[src/rtl/traffic_conflict_monitor_if.sv]
// Lamp/observation bundle between an intersection controller and its conflict monitor.
// master: the side that drives the lamps and the operator clear (controller or bench).
// slave:  the monitor, which reads the lamps and reports fault, code, flash and count.
interface traffic_conflict_monitor_if;
  logic       red1, yellow1, green1;
  logic       red2, yellow2, green2;
  logic       red3, yellow3, green3;
  logic       turn;
  logic       orange;
  logic       white;
  logic       fault_clr;
  logic       fault;
  logic [3:0] fault_code;
  logic       flash;
  logic [7:0] fault_count;

  modport master (
    output red1, yellow1, green1, red2, yellow2, green2, red3, yellow3, green3,
    output turn, orange, white, fault_clr,
    input  fault, fault_code, flash, fault_count
  );

  modport slave (
    input  red1, yellow1, green1, red2, yellow2, green2, red3, yellow3, green3,
    input  turn, orange, white, fault_clr,
    output fault, fault_code, flash, fault_count
  );
endinterface

[src/rtl/traffic_conflict_monitor.sv]
// Independent safety monitor for intersection signal lamps. Latches the first static
// (filtered) or transition (unfiltered) violation as a fault code and drives a flash
// square wave for the failsafe lamp driver.
// Optional: define FAULT_COUNT_EN to build the saturating fault-entry counter.
module traffic_conflict_monitor #(
  parameter int unsigned MIN_YELLOW = 3,
  parameter int unsigned FILTER     = 2,
  parameter int unsigned FLASH_DIV  = 4
) (
  input logic                        clock,
  input logic                        reset,
  traffic_conflict_monitor_if.slave  bus
);

  localparam int unsigned FiltW = $clog2(FILTER + 1);
  localparam int unsigned YelW  = $clog2(MIN_YELLOW + 1);
  localparam int unsigned DivW  = (FLASH_DIV > 1) ? $clog2(FLASH_DIV) : 1;

  localparam logic [FiltW-1:0] FiltMax  = FiltW'(FILTER);
  localparam logic [FiltW-1:0] FiltLast = FiltW'(FILTER - 1);
  localparam logic [YelW-1:0]  YelMax   = YelW'(MIN_YELLOW);
  localparam logic [DivW-1:0]  DivLast  = DivW'(FLASH_DIV - 1);

  localparam logic [1:0] StArm     = 2'd0;
  localparam logic [1:0] StMonitor = 2'd1;
  localparam logic [1:0] StFault   = 2'd2;

  // Bit i is head i+1.
  logic [2:0] red, yel, grn;
  assign red = {bus.red3, bus.red2, bus.red1};
  assign yel = {bus.yellow3, bus.yellow2, bus.yellow1};
  assign grn = {bus.green3, bus.green2, bus.green1};

  logic [1:0]       state_q, state_d;
  logic [3:0]       code_q, code_d;
  logic             flash_q, flash_d;
  logic [DivW-1:0]  div_q, div_d;
  logic [FiltW-1:0] filt_q, filt_d;
  logic [2:0]       prev_r_q, prev_y_q, prev_g_q;
  logic [YelW-1:0]  ycnt_q [3];
  logic [YelW-1:0]  ycnt_d [3];

  logic [2:0] head_bad, short_y, bad_seq;
  logic       c4, c5, c6, static_any;
  logic [3:0] static_code, qual_code;

  // Static rule evaluation and lowest-code selection.
  always_comb begin
    head_bad = '0;
    for (int i = 0; i < 3; i++) begin
      head_bad[i] = !((red[i] ^ yel[i] ^ grn[i]) && !(red[i] && yel[i] && grn[i]));
    end
    c4 = !red[1] && (!red[0] || !red[2]);
    c5 = (bus.white && !(&red)) || (bus.white == bus.orange);
    c6 = bus.turn && !(grn[2] && red[0] && red[1]);
    static_any = (|head_bad) || c4 || c5 || c6;
    if (head_bad[0])      static_code = 4'd1;
    else if (head_bad[1]) static_code = 4'd2;
    else if (head_bad[2]) static_code = 4'd3;
    else if (c4)          static_code = 4'd4;
    else if (c5)          static_code = 4'd5;
    else if (c6)          static_code = 4'd6;
    else                  static_code = 4'd0;
  end

  // Transition rules against last cycle's lamps, plus per-head yellow dwell counters.
  always_comb begin
    short_y = '0;
    bad_seq = '0;
    for (int i = 0; i < 3; i++) begin
      short_y[i] = prev_y_q[i] && !yel[i] && red[i] && (ycnt_q[i] < YelMax);
      bad_seq[i] = (prev_g_q[i] && !grn[i] && red[i]) ||
                   (prev_y_q[i] && !yel[i] && grn[i]) ||
                   (prev_r_q[i] && !red[i] && yel[i]);
      if (!yel[i])                ycnt_d[i] = '0;
      else if (ycnt_q[i] == YelMax) ycnt_d[i] = YelMax;
      else                        ycnt_d[i] = ycnt_q[i] + 1'b1;
    end
  end

  // Pick the winning qualified code; a static rule qualifies once it has persisted FILTER cycles.
  always_comb begin
    qual_code = 4'd0;
    if (static_any && (filt_q >= FiltLast)) begin
      qual_code = static_code;
    end else if (state_q == StMonitor && (|short_y)) begin
      qual_code = 4'd7;
    end else if (state_q == StMonitor && (|bad_seq)) begin
      qual_code = 4'd8;
    end
  end

  // Monitor FSM, filter counter and flash divider.
  always_comb begin
    state_d = state_q;
    code_d  = code_q;
    flash_d = flash_q;
    div_d   = div_q;
    if (!static_any)            filt_d = '0;
    else if (filt_q == FiltMax) filt_d = FiltMax;
    else                        filt_d = filt_q + 1'b1;
    case (state_q)
      StArm, StMonitor: begin
        if (qual_code != 4'd0) begin
          state_d = StFault;
          code_d  = qual_code;
          flash_d = 1'b1;
          div_d   = '0;
        end else if (state_q == StArm && (&red) && !static_any) begin
          state_d = StMonitor;
        end
      end
      StFault: begin
        if (bus.fault_clr && !static_any) begin
          state_d = StArm;
          code_d  = 4'd0;
          flash_d = 1'b0;
          div_d   = '0;
          filt_d  = '0;
        end else if (div_q == DivLast) begin
          flash_d = !flash_q;
          div_d   = '0;
        end else begin
          div_d = div_q + 1'b1;
        end
      end
      default: state_d = StArm;
    endcase
  end

  // State registers; previous-lamp copy resets to all red.
  always_ff @(posedge clock or posedge reset) begin
    if (reset) begin
      state_q  <= StArm;
      code_q   <= 4'd0;
      flash_q  <= 1'b0;
      div_q    <= '0;
      filt_q   <= '0;
      prev_r_q <= 3'b111;
      prev_y_q <= 3'b000;
      prev_g_q <= 3'b000;
      for (int i = 0; i < 3; i++) ycnt_q[i] <= '0;
    end else begin
      state_q  <= state_d;
      code_q   <= code_d;
      flash_q  <= flash_d;
      div_q    <= div_d;
      filt_q   <= filt_d;
      prev_r_q <= red;
      prev_y_q <= yel;
      prev_g_q <= grn;
      for (int i = 0; i < 3; i++) ycnt_q[i] <= ycnt_d[i];
    end
  end

  assign bus.fault      = (state_q == StFault);
  assign bus.fault_code = code_q;
  assign bus.flash      = flash_q;

`ifdef FAULT_COUNT_EN
  logic [7:0] cnt_q, cnt_d;

  // Count FAULT entries, saturating; only reset clears it.
  always_comb begin
    cnt_d = cnt_q;
    if (state_q != StFault && state_d == StFault && cnt_q != 8'hFF) cnt_d = cnt_q + 8'd1;
  end

  // Fault-entry counter register.
  always_ff @(posedge clock or posedge reset) begin
    if (reset) cnt_q <= 8'd0;
    else       cnt_q <= cnt_d;
  end

  assign bus.fault_count = cnt_q;
`else
  assign bus.fault_count = 8'd0;
`endif

endmodule

[src/flat_wrapper.sv]
// flat-port wrapper written by rule: the top's interface ports become plain ports
module traffic_conflict_monitor_flat 
#(
  parameter int unsigned MIN_YELLOW = 3,
  parameter int unsigned FILTER     = 2,
  parameter int unsigned FLASH_DIV  = 4
)
  (clock, reset, bus_red1, bus_yellow1, bus_green1, bus_red2, bus_yellow2, bus_green2, bus_red3, bus_yellow3, bus_green3, bus_turn, bus_orange, bus_white, bus_fault_clr, bus_fault, bus_fault_code, bus_flash, bus_fault_count);
  traffic_conflict_monitor_if bus_i ();
  input logic clock;
  input logic reset;
  input wire logic [$bits(bus_i.red1)-1:0] bus_red1;
  input wire logic [$bits(bus_i.yellow1)-1:0] bus_yellow1;
  input wire logic [$bits(bus_i.green1)-1:0] bus_green1;
  input wire logic [$bits(bus_i.red2)-1:0] bus_red2;
  input wire logic [$bits(bus_i.yellow2)-1:0] bus_yellow2;
  input wire logic [$bits(bus_i.green2)-1:0] bus_green2;
  input wire logic [$bits(bus_i.red3)-1:0] bus_red3;
  input wire logic [$bits(bus_i.yellow3)-1:0] bus_yellow3;
  input wire logic [$bits(bus_i.green3)-1:0] bus_green3;
  input wire logic [$bits(bus_i.turn)-1:0] bus_turn;
  input wire logic [$bits(bus_i.orange)-1:0] bus_orange;
  input wire logic [$bits(bus_i.white)-1:0] bus_white;
  input wire logic [$bits(bus_i.fault_clr)-1:0] bus_fault_clr;
  output wire logic [$bits(bus_i.fault)-1:0] bus_fault;
  output wire logic [$bits(bus_i.fault_code)-1:0] bus_fault_code;
  output wire logic [$bits(bus_i.flash)-1:0] bus_flash;
  output wire logic [$bits(bus_i.fault_count)-1:0] bus_fault_count;
  assign bus_i.red1 = bus_red1;
  assign bus_i.yellow1 = bus_yellow1;
  assign bus_i.green1 = bus_green1;
  assign bus_i.red2 = bus_red2;
  assign bus_i.yellow2 = bus_yellow2;
  assign bus_i.green2 = bus_green2;
  assign bus_i.red3 = bus_red3;
  assign bus_i.yellow3 = bus_yellow3;
  assign bus_i.green3 = bus_green3;
  assign bus_i.turn = bus_turn;
  assign bus_i.orange = bus_orange;
  assign bus_i.white = bus_white;
  assign bus_i.fault_clr = bus_fault_clr;
  assign bus_fault = bus_i.fault;
  assign bus_fault_code = bus_i.fault_code;
  assign bus_flash = bus_i.flash;
  assign bus_fault_count = bus_i.fault_count;
  traffic_conflict_monitor #(.MIN_YELLOW(MIN_YELLOW), .FILTER(FILTER), .FLASH_DIV(FLASH_DIV)) u_core (.clock(clock), .reset(reset), .bus(bus_i));
endmodule
[config.mk]
export PLATFORM = sky130hd
export DESIGN_NAME = traffic_conflict_monitor_flat
export DESIGN_NICKNAME = d
export VERILOG_FILES = /design/src/rtl/traffic_conflict_monitor_if.sv /design/src/rtl/traffic_conflict_monitor.sv /design/src/flat_wrapper.sv
export SDC_FILE = /design/constraint.sdc
export NUM_CORES = 1
export LEC_CHECK = 0
export BUFFER_PORTS_ARGS = -buffer_cell sky130_fd_sc_hd__buf_2
export CAP_MARGIN = 10
export CELL_PAD_IN_SITES_DETAIL_PLACEMENT = 0
export CELL_PAD_IN_SITES_GLOBAL_PLACEMENT = 1
export CORE_ASPECT_RATIO = 0.8
export CORE_MARGIN = 1.5
export CORE_UTILIZATION = 37
export DETAILED_ROUTE_END_ITERATION = 6
export PLACE_DENSITY = 0.75
export SLEW_MARGIN = 20
export SYNTH_ARGS = -nofsm -noshare
export SYNTH_HDL_FRONTEND = slang
export SYNTH_SLANG_ARGS = --single-unit
[constraint.sdc]
create_clock -name clock -period 1.77 [get_ports clock]
set_input_delay 0 -clock clock [delete_from_list [all_inputs] [get_ports clock]]
set_output_delay 0 -clock clock [all_outputs]
set_load 0.005 [all_outputs]
==> impl.org, run 1 <==
** Run status
- Outcome :: finished, violations left
- Failing checks :: setup timing

** Placed design
- Worst-case setup slack after placement :: -0.428 ns
- Once placement completed, the tool counted placed cells totaling 259.
- Once placement finished, the instance area stood at 1900 um^2.
- Input/output buffers :: 20
- Half-perimeter wire length after detailed placement :: 2.85 mm
- Weighted congestion at the end of routability-driven global placement :: 0.861

** CTS
- The clock passes through at most 2 buffers.
- CTS Buf Count :: 3
- TritonCTS built the clock tree.
- Number of clock sinks seen by CTS :: 26
- Total number of H-tree levels :: 1
- Clock latency of the later-clocked register in the worst-skew pair :: 0.28 ns
- The root buffer cell chosen for the clock tree is sky130_fd_sc_hd__clkbuf_8.
- Post-CTS clock slew at the launch and capture registers of the worst setup and hold paths :: 0.10 ns

** Cells and area
- Share of layout cells above drive strength 1 :: 40.4%
- Final Net Count :: 244
- The area growth from synthesis to layout is 50.9%.
- # fillers :: 338
- Count of non-filler cells in the finished layout :: 278
- Once layout is done, the placed cells without fillers occupy 2230 um^2.
- Final core utilization :: 58.6%
- Antenna diode instance count :: 0

** Critical path
- Data arrives at the worst endpoint at 2.07 ns.
- Worst path buffer plus inverter count :: 1
- On the worst path, the slowest cell contributes a delay of 0.39 ns.
- The most critical setup path has its endpoint at u_core.bus.fault_code[2].
- Maximum fanout encountered on the critical timing path :: 6
- Traced cell by cell, the critical path runs through and3b_1 -> a32o_2 -> o211a_1 -> a221oi_4 -> nand2_2 -> buf_4 -> o21ai_1.
- The worst register-to-register path has a setup slack of -0.09 ns.
- Grouping stages by cell kind, the critical path spends the most delay in compound AO/OA/AOI/OAI gates.
- Kind of critical path :: reg -> reg
- Slowest stage cell on the critical path :: sky130_fd_sc_hd__dfrtp_1
- The most critical setup path has its startpoint at u_core.prev_y_q[0].
- The worst setup path is launched from a register.
- The startpoint identified for the worst register-to-register timing path is u_core.prev_y_q[0].
- In this run the number of cells on the critical path is 7.
- Reg2Reg Capture Point :: u_core.bus.fault_code[2]
- STA classifies the critical path endpoint as a register.
- The worst register-to-register path has a depth of 7.
- Worst EP required :: 1.97 ns

** Global route
- Vias in the first global route :: 1446
- Pin count of the biggest net entering global routing :: 16
- Global-route total usage across every layer :: 20.2%
- Number of antenna violations at the first check in global routing :: 0
- The first global-routing pass estimated 6.67 mm of wire.
- Total grt overflow :: 0

** Floorplanning
- Starting utilization of the core area :: 38.8%
- Die area :: 4380 um^2
- After floorplanning, the core was sized to cover 3800 um^2.
- Io pins :: 29
- Chip Height :: 59.5 um
- Horizontal extent of the die :: 73.6 um
- The initialized floorplan defines 20 standard-cell rows.

** Yosys
- Share of synthesized area occupied by flip-flops and latches :: 44.3%
- Synth async-reset ratio :: 100%
- Most common library cells after synthesis :: sky130_fd_sc_hd__dfrtp_1 (23), sky130_fd_sc_hd__nand2_1 (13), sky130_fd_sc_hd__inv_1 (9)
- Number of enable-type register cells in the synthesized netlist :: 0
- Total of warnings raised by yosys :: 0
- Largest cells by area after synthesis :: sky130_fd_sc_hd__dfrtp_1 (39%), sky130_fd_sc_hd__dfstp_2 (5.3%), sky130_fd_sc_hd__ha_1 (4.2%)
- Synthesis handed over a netlist of 151 instances.
- The most used flip-flop cell after synthesis is sky130_fd_sc_hd__dfrtp_1.
- The synthesized design devotes to its leading area cell type 39.0% of total area.
- After synthesis, the mean cell area works out to 9.78 um^2.
- Cell area after technology mapping :: 1480 um^2
- In the post-synthesis netlist, the cell with the most instances is sky130_fd_sc_hd__dfrtp_1.
- After synthesis the netlist holds a flip-flop and latch count of 26.
- Post-synthesis cell type with the largest combined area :: sky130_fd_sc_hd__dfrtp_1
- Counting distinct cell types in the post-synthesis netlist gives 47.

** Timing
- Final WS setup :: -0.0922 ns
- The routed design could run at a clock period as short as 1.86 ns.
- Part of the cycle the worst path needs :: 105%
- After routing, the total negative slack on setup checks comes to -0.377 ns.
- Hold Slack :: 0.00874 ns
- Final setup violating endpoints :: 6
- Clock skew on the completed layout was measured at 0.0103 ns.
- Unrepaired setup endpoints after global routing :: true
- Based on the critical path, the design can be clocked at up to 537 MHz.
- Pins over their slew limit :: 0
- Final count of hold timing violations :: 0

** Power
- In this run switching power makes up 33.5% of total power.
- Overall power :: 2.34 mW
- The clock network burns 21.5% of the power.
- In this run the power spent charging and discharging nets is 786 uW.
- Total power density per cell area :: 1050 nW/um^2
- Logic gate share of total power :: 43.4%
- Sequential group share of total power :: 35.1%
- VDD sags by at most 0.000541 V.
- Leak pwr :: 1.05 nW
- Internal portion of total power :: 1.56 mW

** Route
- The first routing iteration left 103 violations.
- For this run, design rule violations remaining after detail routing come to 0.
- Routed via count :: 1430
- Wirelength, routed :: 4.06 mm
- The first TritonRoute pass finished after 4 iterations.
- Dividing the detail-routed wire length by the instance count gives 14.6 um.
- Dividing the detail-routed via count by the number of cells gives 5.14.
- Antenna-violating nets left :: 0

** Flow run
- Max Cap Violations :: 0

** Min path
- The worst hold path passes through 2 cells.
- The tightest min-delay check is of the in -> reg type.
layout by cell type, fill, tap and decap left out, drive strengths merged, types with 3 or more instances in the layout:
cell         netlist  routed
a21boi             3       3
a21oi              5       5
and2               3       3
buf                8      63
clkbuf             3       3
conb               1       8
dfrtp             23      23
dfstp              3       3
dlygate4sd3        0       9
ha                 5       5
inv                9       9
nand2             14      14
nand2b             3       3
nand3              5       5
nand3b             4       4
nor2               5       5
nor2b              7       7
o211ai             4       4
o21a               5       5
o21ai              6       6
or3b               3       3
area by class of cell:
| class | instances | area (um^2) | area share (%) |
|---|---|---|---|
| clock inverter | 1 | 30.0 | 1.35 |
| tap | 55 | 68.8 | 3.09 |
| multi-input combinational | 112 | 877 | 39.4 |
| clock buffer | 3 | 41.3 | 1.85 |
| timing repair buffer | 72 | 523 | 23.5 |
| sequential | 26 | 654 | 29.4 |
| inverter | 9 | 33.8 | 1.52 |
worst min path at each step:
stage                         from                 end  slack, ns
final                     bus_red3  u_core.prev_r_q[2]      0.009
after global routing      bus_red3  u_core.prev_r_q[2]      0.004
after CTS                 bus_red3  u_core.prev_r_q[2]      -0.03
after detailed placement     reset    u_core.ycnt_q[1]       0.04
after global placement       reset    u_core.ycnt_q[0]       0.02
after floorplan           bus_red1  u_core.prev_r_q[0]      0.004
layer usage:
metal,track usage (%),vias to the layer above,share of wire (%)
met5,0,-,0
met4,6.88,0,1.9
met3,4.76,10,6.2
met2,32.3,53,47
met1,26.9,683,45
li1,-,684,-
sequential cells by signal, summed over array words and instances, names as in the netlist:
signal,flops
u_core.prev_g_q,3
u_core.ycnt_q,6
u_core.prev_r_q,3
u_core.bus.flash,1
u_core.div_q,2
u_core.bus.fault_code,4
u_core.filt_q,2
u_core.prev_y_q,3
u_core.state_q,2
logic make-up (layout without fill, tap and decap cells):
family,after synthesis,count (layout),synth area share (%)
and+or+nand+nor,52,52,19.7
AOI/OAI and AO/OA,47,47,24.4
DFF,26,26,44.3
buffers and inverters,20,85,7.12
adders and majority gates,5,5,4.24
other,1,8,0.254
repair_timing:
item,4_1_cts,5_1_grt
gates resized for setup,12,11
hold endpoints to repair,16,1
buffers inserted,4,3
setup endpoints to repair,9,9
pin swaps,9,11
hold buffers,8,1
power groups by stage:
stage,registers (mW),clock network [mW],logic [mW]
finish,0.822,0.504,1.02
global route,0.841,0.541,1.13
CTS,0.818,0.522,0.947
global placement,0.818,0,0.837
detailed placement,0.830,0,0.875
floorplan,0.796,0,0.538
(Power assumes the default switching activity.)
==> run 2: changes to the inputs <==
--- a/config.mk
+++ b/config.mk
@@ -11,9 +11,9 @@
 export CELL_PAD_IN_SITES_GLOBAL_PLACEMENT = 1
 export CORE_ASPECT_RATIO = 0.8
 export CORE_MARGIN = 1.5
-export CORE_UTILIZATION = 37
+export CORE_UTILIZATION = 44
 export DETAILED_ROUTE_END_ITERATION = 6
-export PLACE_DENSITY = 0.75
+export PLACE_DENSITY = 0.84
 export SLEW_MARGIN = 20
 export SYNTH_ARGS = -nofsm -noshare
 export SYNTH_HDL_FRONTEND = slang
==> constraint.sdc (replaced) <==
create_clock -name clock -period 2.3 [get_ports clock]
set_input_delay 0 -clock clock [delete_from_list [all_inputs] [get_ports clock]]
set_output_delay 0 -clock clock [all_outputs]
set_load 0.005 [all_outputs]
==> impl.org, run 2 (same netlist as run 1, synthesis figures left out) <==
** Min path
- Number of cells on the worst hold path :: 2
- Path type of the worst min-delay path :: in -> reg

** Timing
- Setup repair after global routing left no endpoint under its margin.
- The worst path in the final design needs a cycle of 2.23 ns, including I/O delays and setup.
- On the final layout, the worst hold slack is 0.0242 ns.
- Sum of negative setup slack :: 0 ns
- The final hold violation count was 0.
- In the finished design, the share of the clock period the worst path needs comes to 97.0%.
- Highest clock rate :: 448 MHz
- Setup violations remaining at the end of the flow were counted as 0.
- Measured against its own limit, the worst slew margin works out to 63.3%.
- Worst-margin pin slew :: 0.549 ns
- Pins over their slew limit :: 0
- Clk_skew :: 0.00212 ns

** Critical path
- STA classifies the critical path startpoint as an input pin.
- Kind of critical path :: in -> reg
- The worst setup path is captured at a register.
- Data arrives at the worst endpoint at 2.40 ns.
- For the worst setup path, the data required time is 2.47 ns.
- Maximum fanout encountered on the critical timing path :: 6
- Logic depth of the worst register-to-register path :: 6

** Route
- In the routed design, unresolved DRC markers number 0.
- Dividing the detail-routed wire length by the instance count gives 14.8 um.
- Pre-Repair DR Iteration Count :: 4
- Wirelength, routed :: 3.41 mm
- Antenna-violating nets left :: 0
- In the routed layout, each cell is associated on average with a via count of 5.53.
- The first routing iteration left 49 violations.
- Across all layers, the routed design uses 1273 vias.

** Power
- The internal portion of the total power is 971 uW.
- Summed over all nets, the switching power comes to 546 uW.
- Peak supply drop :: 0.000421 V
- Summed over all cells, the static leakage comes to 0.873 nW.
- Logic gate share of total power :: 40.3%
- In this run switching power makes up 36.0% of total power.
- Clock share of power :: 17.6%
- Power spread over the standard cell area amounts to 831 nW/um^2.
- Of the total power, registers draw 42.1%.

** CTS
- CTS Buf Count :: 3
- CTS built an H-tree with a depth of 1.
- Clock latency of the later-clocked register in the worst-skew pair :: 0.28 ns
- Clock root buffer master :: sky130_fd_sc_hd__clkbuf_8
- Clock-pin slew was measured on the worst setup and hold paths at 0.09 ns.
- No sink is reached through more buffers than the 2 on the longest clock path.
- CTS tree :: yes
- Number of clock sinks seen by CTS :: 26

** Placed design
- Post-Place Cell Area :: 1640 um^2
- Once detailed placement completed, the half-perimeter wirelength came to 2.45 mm.
- Counting tap cells, the placed design contains a total of 215 instances.
- Routability-driven placement finished with a final weighted congestion of 0.921.
- In this run the tool buffered the top-level ports with 20 buffer cells.

** Floorplanning
- Core Footprint :: 3150 um^2
- 29 I/O pins were placed.
- From left edge to right edge, the die measures 67.8 um.
- Site Rows :: 18
- The initial utilization of the core area, before any placement, comes to 46.8%.
- Chip Height :: 54.8 um
- The floorplan step defined a die boundary enclosing 3710 um^2.

** Cells and area
- Final Instance Area :: 1830 um^2
- Multi-input gate area :: 766 um^2
- Share of layout cells above drive strength 1 :: 23.2%
- Final Net Count :: 211
- More flip-flops sit in one register than any other, and that register is u_core.ycnt_q.
- Commonest cells after routing, fill and taps aside :: sky130_fd_sc_hd__dfrtp_1 (23), sky130_fd_sc_hd__buf_2 (19), sky130_fd_sc_hd__nand2_1 (13)
- The area growth from synthesis to layout is 23.6%.
- Antenna diode instance count :: 0
- Leaving out fill and tap cells, the most frequent cell in the layout is sky130_fd_sc_hd__dfrtp_1.
- Count of non-filler cells in the finished layout :: 230
- # fillers :: 276
- In the final layout, flip-flops and latches occupy 654 um^2.
- The register with the most flip-flops in the layout has 6 of them.

** Global route
- The number of global-route vias before repair is 1156.
- The number of antenna violations at the first check in global routing was 0.
- Entering global routing, the biggest net connects 27 pins.
- For this run the aggregate overflow at the end of global routing stands at 0.
- The first global-routing pass estimated 5.55 mm of wire.
- For this run, the total global-route usage over all layers was measured as 20.4%.

** Flow run
- Max Cap Violations :: 0

** Run status
- The flow ran to the end, and the final reports show no timing, DRC or antenna violations.
## run 2: changes by cell type in the layout (fill, tap and decap cells not counted), moves of 2 or more
cell / previous run / this run
sky130_fd_sc_hd__buf_4: 42 / 9
sky130_fd_sc_hd__ha_1: 3 / 5
sky130_fd_sc_hd__ha_4: 2 / 0
sky130_fd_sc_hd__o21ai_0: 2 / 5
sky130_fd_sc_hd__o21ai_1: 3 / 1
## run 2: critical path: stages
cell and delay, ns:
sky130_fd_sc_hd__dlygate4sd3_1 0.53, sky130_fd_sc_hd__buf_2 0.15, sky130_fd_sc_hd__or3b_1 0.41, sky130_fd_sc_hd__a222oi_1 0.25, sky130_fd_sc_hd__buf_4 0.20, sky130_fd_sc_hd__o21ai_1 0.08, sky130_fd_sc_hd__a221oi_2 0.33, sky130_fd_sc_hd__nand2_2 0.18
sky130_fd_sc_hd__a22o_1 0.27
## run 2: layer usage
layer  part of all wire (%)  global-route usage (%)  vias to the layer above  routed length (um)
li1                       -                       -                      618                   -
met1                     48                    27.8                      619                1630
met2                     47                    33.8                       33                1620
met3                    4.4                    4.73                        3                 150
met4                   0.47                    3.06                        0                  16
met5                      0                       0                        -                   0
## run 2: worst paths after layout
check,startpoint,slack (ns),end
setup / recovery,bus_green3,0.07,u_core.state_q[1]
hold / removal,bus_yellow1,0.02,u_core.ycnt_q[4]
setup reg to reg,u_core.prev_y_q[2],0.22,u_core.state_q[1]
hold reg to reg,u_core.ycnt_q[2],0.49,u_core.ycnt_q[2]
max in group asynchronous,reset,1.62,u_core.prev_r_q[1]
min in group asynchronous,reset,0.31,u_core.ycnt_q[5]
## run 2: final cells by class
cell class                 count  area share, %
sequential                    26           35.8
tap                           40           2.74
timing repair buffer          39           15.1
clock buffer                   4           2.47
multi-input combinational    112           41.9
inverter                       9           1.85
## run 2: through the flow
stage / util [%] / setup slack, ns / total power, mW
final: 57.9 / 0.0679 / 1.52
after global routing: 57.9 / 0.00294 / 1.63
after CTS: 56.7 / 0.0138 / 1.48
after global placement: 52.1 / 0.103 / 1.17
after detailed placement: 52.1 / 0.0814 / 1.20
after floorplan: - / 0.220 / 1.02
## run 2: power by group through the flow
stage | Sequential [mW] | Clock (mW) | Combinational, mW
finish | 0.638 | 0.267 | 0.611
global placement | 0.637 | 0 | 0.530
CTS | 0.636 | 0.274 | 0.565
global route | 0.650 | 0.292 | 0.685
detailed placement | 0.644 | 0 | 0.552
floorplan | 0.613 | 0 | 0.410
## run 2: what timing repair did
item | 4_1_cts | 5_1_grt
hold buffers | 10 | 0
gates resized for setup | 0 | 6
setup endpoints to repair | 0 | 7
buffers inserted | 0 | 1
endpoints found under the hold margin | 33 | 0
==> run 3: changes to the inputs <==
--- a/config.mk
+++ b/config.mk
@@ -11,9 +11,9 @@
 export CELL_PAD_IN_SITES_GLOBAL_PLACEMENT = 1
 export CORE_ASPECT_RATIO = 0.8
 export CORE_MARGIN = 1.5
-export CORE_UTILIZATION = 44
+export CORE_UTILIZATION = 37
 export DETAILED_ROUTE_END_ITERATION = 6
-export PLACE_DENSITY = 0.84
+export PLACE_DENSITY = 0.75
 export SLEW_MARGIN = 20
 export SYNTH_ARGS = -nofsm -noshare
 export SYNTH_HDL_FRONTEND = slang
==> constraint.sdc (replaced) <==
create_clock -name clock -period 1.79 [get_ports clock]
set_input_delay 0 -clock clock [delete_from_list [all_inputs] [get_ports clock]]
set_output_delay 0 -clock clock [all_outputs]
set_load 0.005 [all_outputs]
==> impl.org, run 3 (same netlist as run 1, synthesis figures left out) <==
** Run status
- Outcome :: finished, violations left
- The final reports fail on setup timing.

** CTS
- The number of clock buffers added by TritonCTS is 3.
- TritonCTS built the clock tree.
- Number of clock sinks seen by CTS :: 26
- Total number of H-tree levels :: 1
- Clock latency of the later-clocked register in the worst-skew pair :: 0.28 ns
- Number of buffers on the longest clock path :: 2
- The tree is rooted in a sky130_fd_sc_hd__clkbuf_8.
- Post-CTS clock slew at the launch and capture registers of the worst setup and hold paths :: 0.10 ns

** Critical path
- Worst EP required :: 1.99 ns
- The worst register-to-register path begins at u_core.prev_y_q[2].
- Slowest stage cell on the critical path :: sky130_fd_sc_hd__dfrtp_1
- Walking the worst path, the cells encountered are nor2b_4 -> a32o_2 -> o211a_4 -> a221oi_4 -> nand2_4 -> o311ai_4.
- Maximum fanout encountered on the critical timing path :: 6
- The critical path in this run is classified as reg -> reg.
- Crit end category :: register
- Data on the critical path arrives at its endpoint at 2.06 ns.
- Slowest cell delay on critical path :: 0.39 ns
- Crit. Startpoint :: u_core.prev_y_q[2]
- Critical path launch point type :: register

** Timing
- The final hold violation count came to 0.
- In the finished design, the share of the clock period the worst path needs comes to 104%.
- Timing would allow up to 537 MHz.
- Final setup violating endpoints :: 5
- Hold Slack :: 0.0738 ns
- The worst path in the final design needs a cycle of 1.86 ns, including I/O delays and setup.
- After routing, the total negative slack on setup checks comes to -0.152 ns.
- Setup slack on the critical path of the routed design comes to -0.0729 ns.
- The max-slew violation total from the final report came to 0.
- Clk_skew :: 0.0114 ns
- Setup repair after global routing could not meet its margin everywhere.

** Route
- Routed wirelength normalized by instance count :: 15.4 um
- The detailed router finished its first iteration with 141 violations.
- Across all layers, the routed design uses 1428 vias.
- Wirelength, routed :: 4.21 mm
- Once detail routing completed, the nets flagged for antenna violations numbered 0.
- Pre-Repair DR Iteration Count :: 4
- For this run, design rule violations remaining after detail routing come to 0.
- After detailed routing, the number of vias per cell comes to 5.21.

** Cells and area
- The net count of the finished layout is 240.
- Leaving out filler cells and counting taps, the final layout contains 274.
- Synthesis-to-layout area growth :: 51.0%
- Top register by number of flip-flops :: u_core.ycnt_q
- Leaving out fill and tap cells, the most frequent cell in the layout is sky130_fd_sc_hd__buf_4.
- The repair_antennas step left the layout with diodes totalling 0.
- Share of layout cells above drive strength 1 :: 40.2%
- In the layout the commonest cells are sky130_fd_sc_hd__buf_4 (38), sky130_fd_sc_hd__dfrtp_1 (23), sky130_fd_sc_hd__buf_2 (18).
- The register with the most flip-flops in the layout has 6 of them.
- With fillers left out, the area of the finished cells amounts to 2230 um^2.

** Global route
- Vias in the first global route :: 1401
- Total grt overflow :: 0
- First-pass GRT wire length :: 6.61 mm
- Global-route total usage across every layer :: 20.2%
- The number of antenna violations at the first check in global routing came to 0.
- Pin count of the biggest net entering global routing :: 16

** Placed design
- Once placement completed, the tool counted placed cells totaling 258.
- Once detailed placement completed, the half-perimeter wirelength came to 2.96 mm.
- Weighted congestion at the end of routability-driven global placement :: 0.873
- Post-Place Cell Area :: 1890 um^2
- Input/output buffers :: 20

** Power
- Leak pwr :: 1.04 nW
- The worst-case IR drop observed on VDD is 0.000619 V.
- Power spread over the standard cell area amounts to 1050 nW/um^2.
- Overall power consumption after layout is estimated at 2.33 mW.

** Floorplanning
- Site Rows :: 20
- Io pins :: 29
- Starting utilization of the core area :: 38.8%
- Die area :: 4380 um^2
- Chip Height :: 59.5 um
- Core Footprint :: 3800 um^2
- Horizontal extent of the die :: 73.6 um

** Min path
- In this run the worst hold path is classified as in -> reg.
- In this run the most critical hold path is launched from bus_yellow2.

** Flow run
- Max Cap Violations :: 0
[run 3: cell count changes in the layout (fill, tap and decap cells not counted), sizes merged]
cell	previous run	this run
dlygate4sd3	9	10
dlymetal6s4s	1	0
bufinv	0	1
buf	29	58
clkbuf	4	3
[run 3: power by group]
group | switching (mW) | internal [mW] | total (mW)
logic | 0.513 | 0.507 | 1.02
clock network | 0.202 | 0.300 | 0.502
registers | 0.0992 | 0.711 | 0.810
[run 3: critical path, delay by kind of cell (launching register included)]
kind             cells  cell delay [ns]
flip-flops           1             0.39
AND/OR/NAND/NOR      2             0.26
AO/OA/AOI/OAI        4             1.11
[run 3: cell type report]
cell class              instances  area, um^2
multi-input cells             112         900
inverters                       9        33.8
repair buffers                 68         502
clock inverters                 1        30.0
flip-flops and latches         26         654
well taps                      55        68.8
fillers                       340        1570
clock buffers                   3        41.3
[run 3: worst paths after layout]
path / depth (start not counted) / slack, ns / to
worst max-delay path: 6 / -0.07 / u_core.bus.fault_code[0]
worst min-delay path: 3 / 0.07 / u_core.ycnt_q[3]
worst max register to register: 6 / -0.07 / u_core.bus.fault_code[0]
worst min register to register: 1 / 0.49 / u_core.ycnt_q[2]
max in group asynchronous: 4 / 0.94 / u_core.bus.fault_code[1]
min in group asynchronous: 3 / 0.26 / u_core.ycnt_q[0]
[run 3: repair_timing]
action	in CTS	in global routing
endpoints found under the hold margin	15	3
pin swaps	8	10
setup buffers	2	0
gates cloned	0	0
setup endpoints to repair	9	8
hold buffers	7	3
gates resized for setup	7	20
[run 3: through the flow]
step | util [%] | setup slack (ns)
2_1_floorplan | - | -0.262
3_3_place_gp | 49.8 | -0.362
3_5_place_dp | 49.8 | -0.434
4_1_cts | 55.1 | -0.0179
5_1_grt | 58.6 | -0.132
6_report | 58.6 | -0.0729
[run 3: metal layers]
layer | global-route usage, % | vias to the layer above | share of wire (%)
met3 | 4.59 | 6 | 5.4
met5 | 0 | - | 0
met2 | 33.3 | 48 | 51
li1 | - | 675 | -
met4 | 4.50 | 0 | 1.0
met1 | 27.3 | 699 | 43
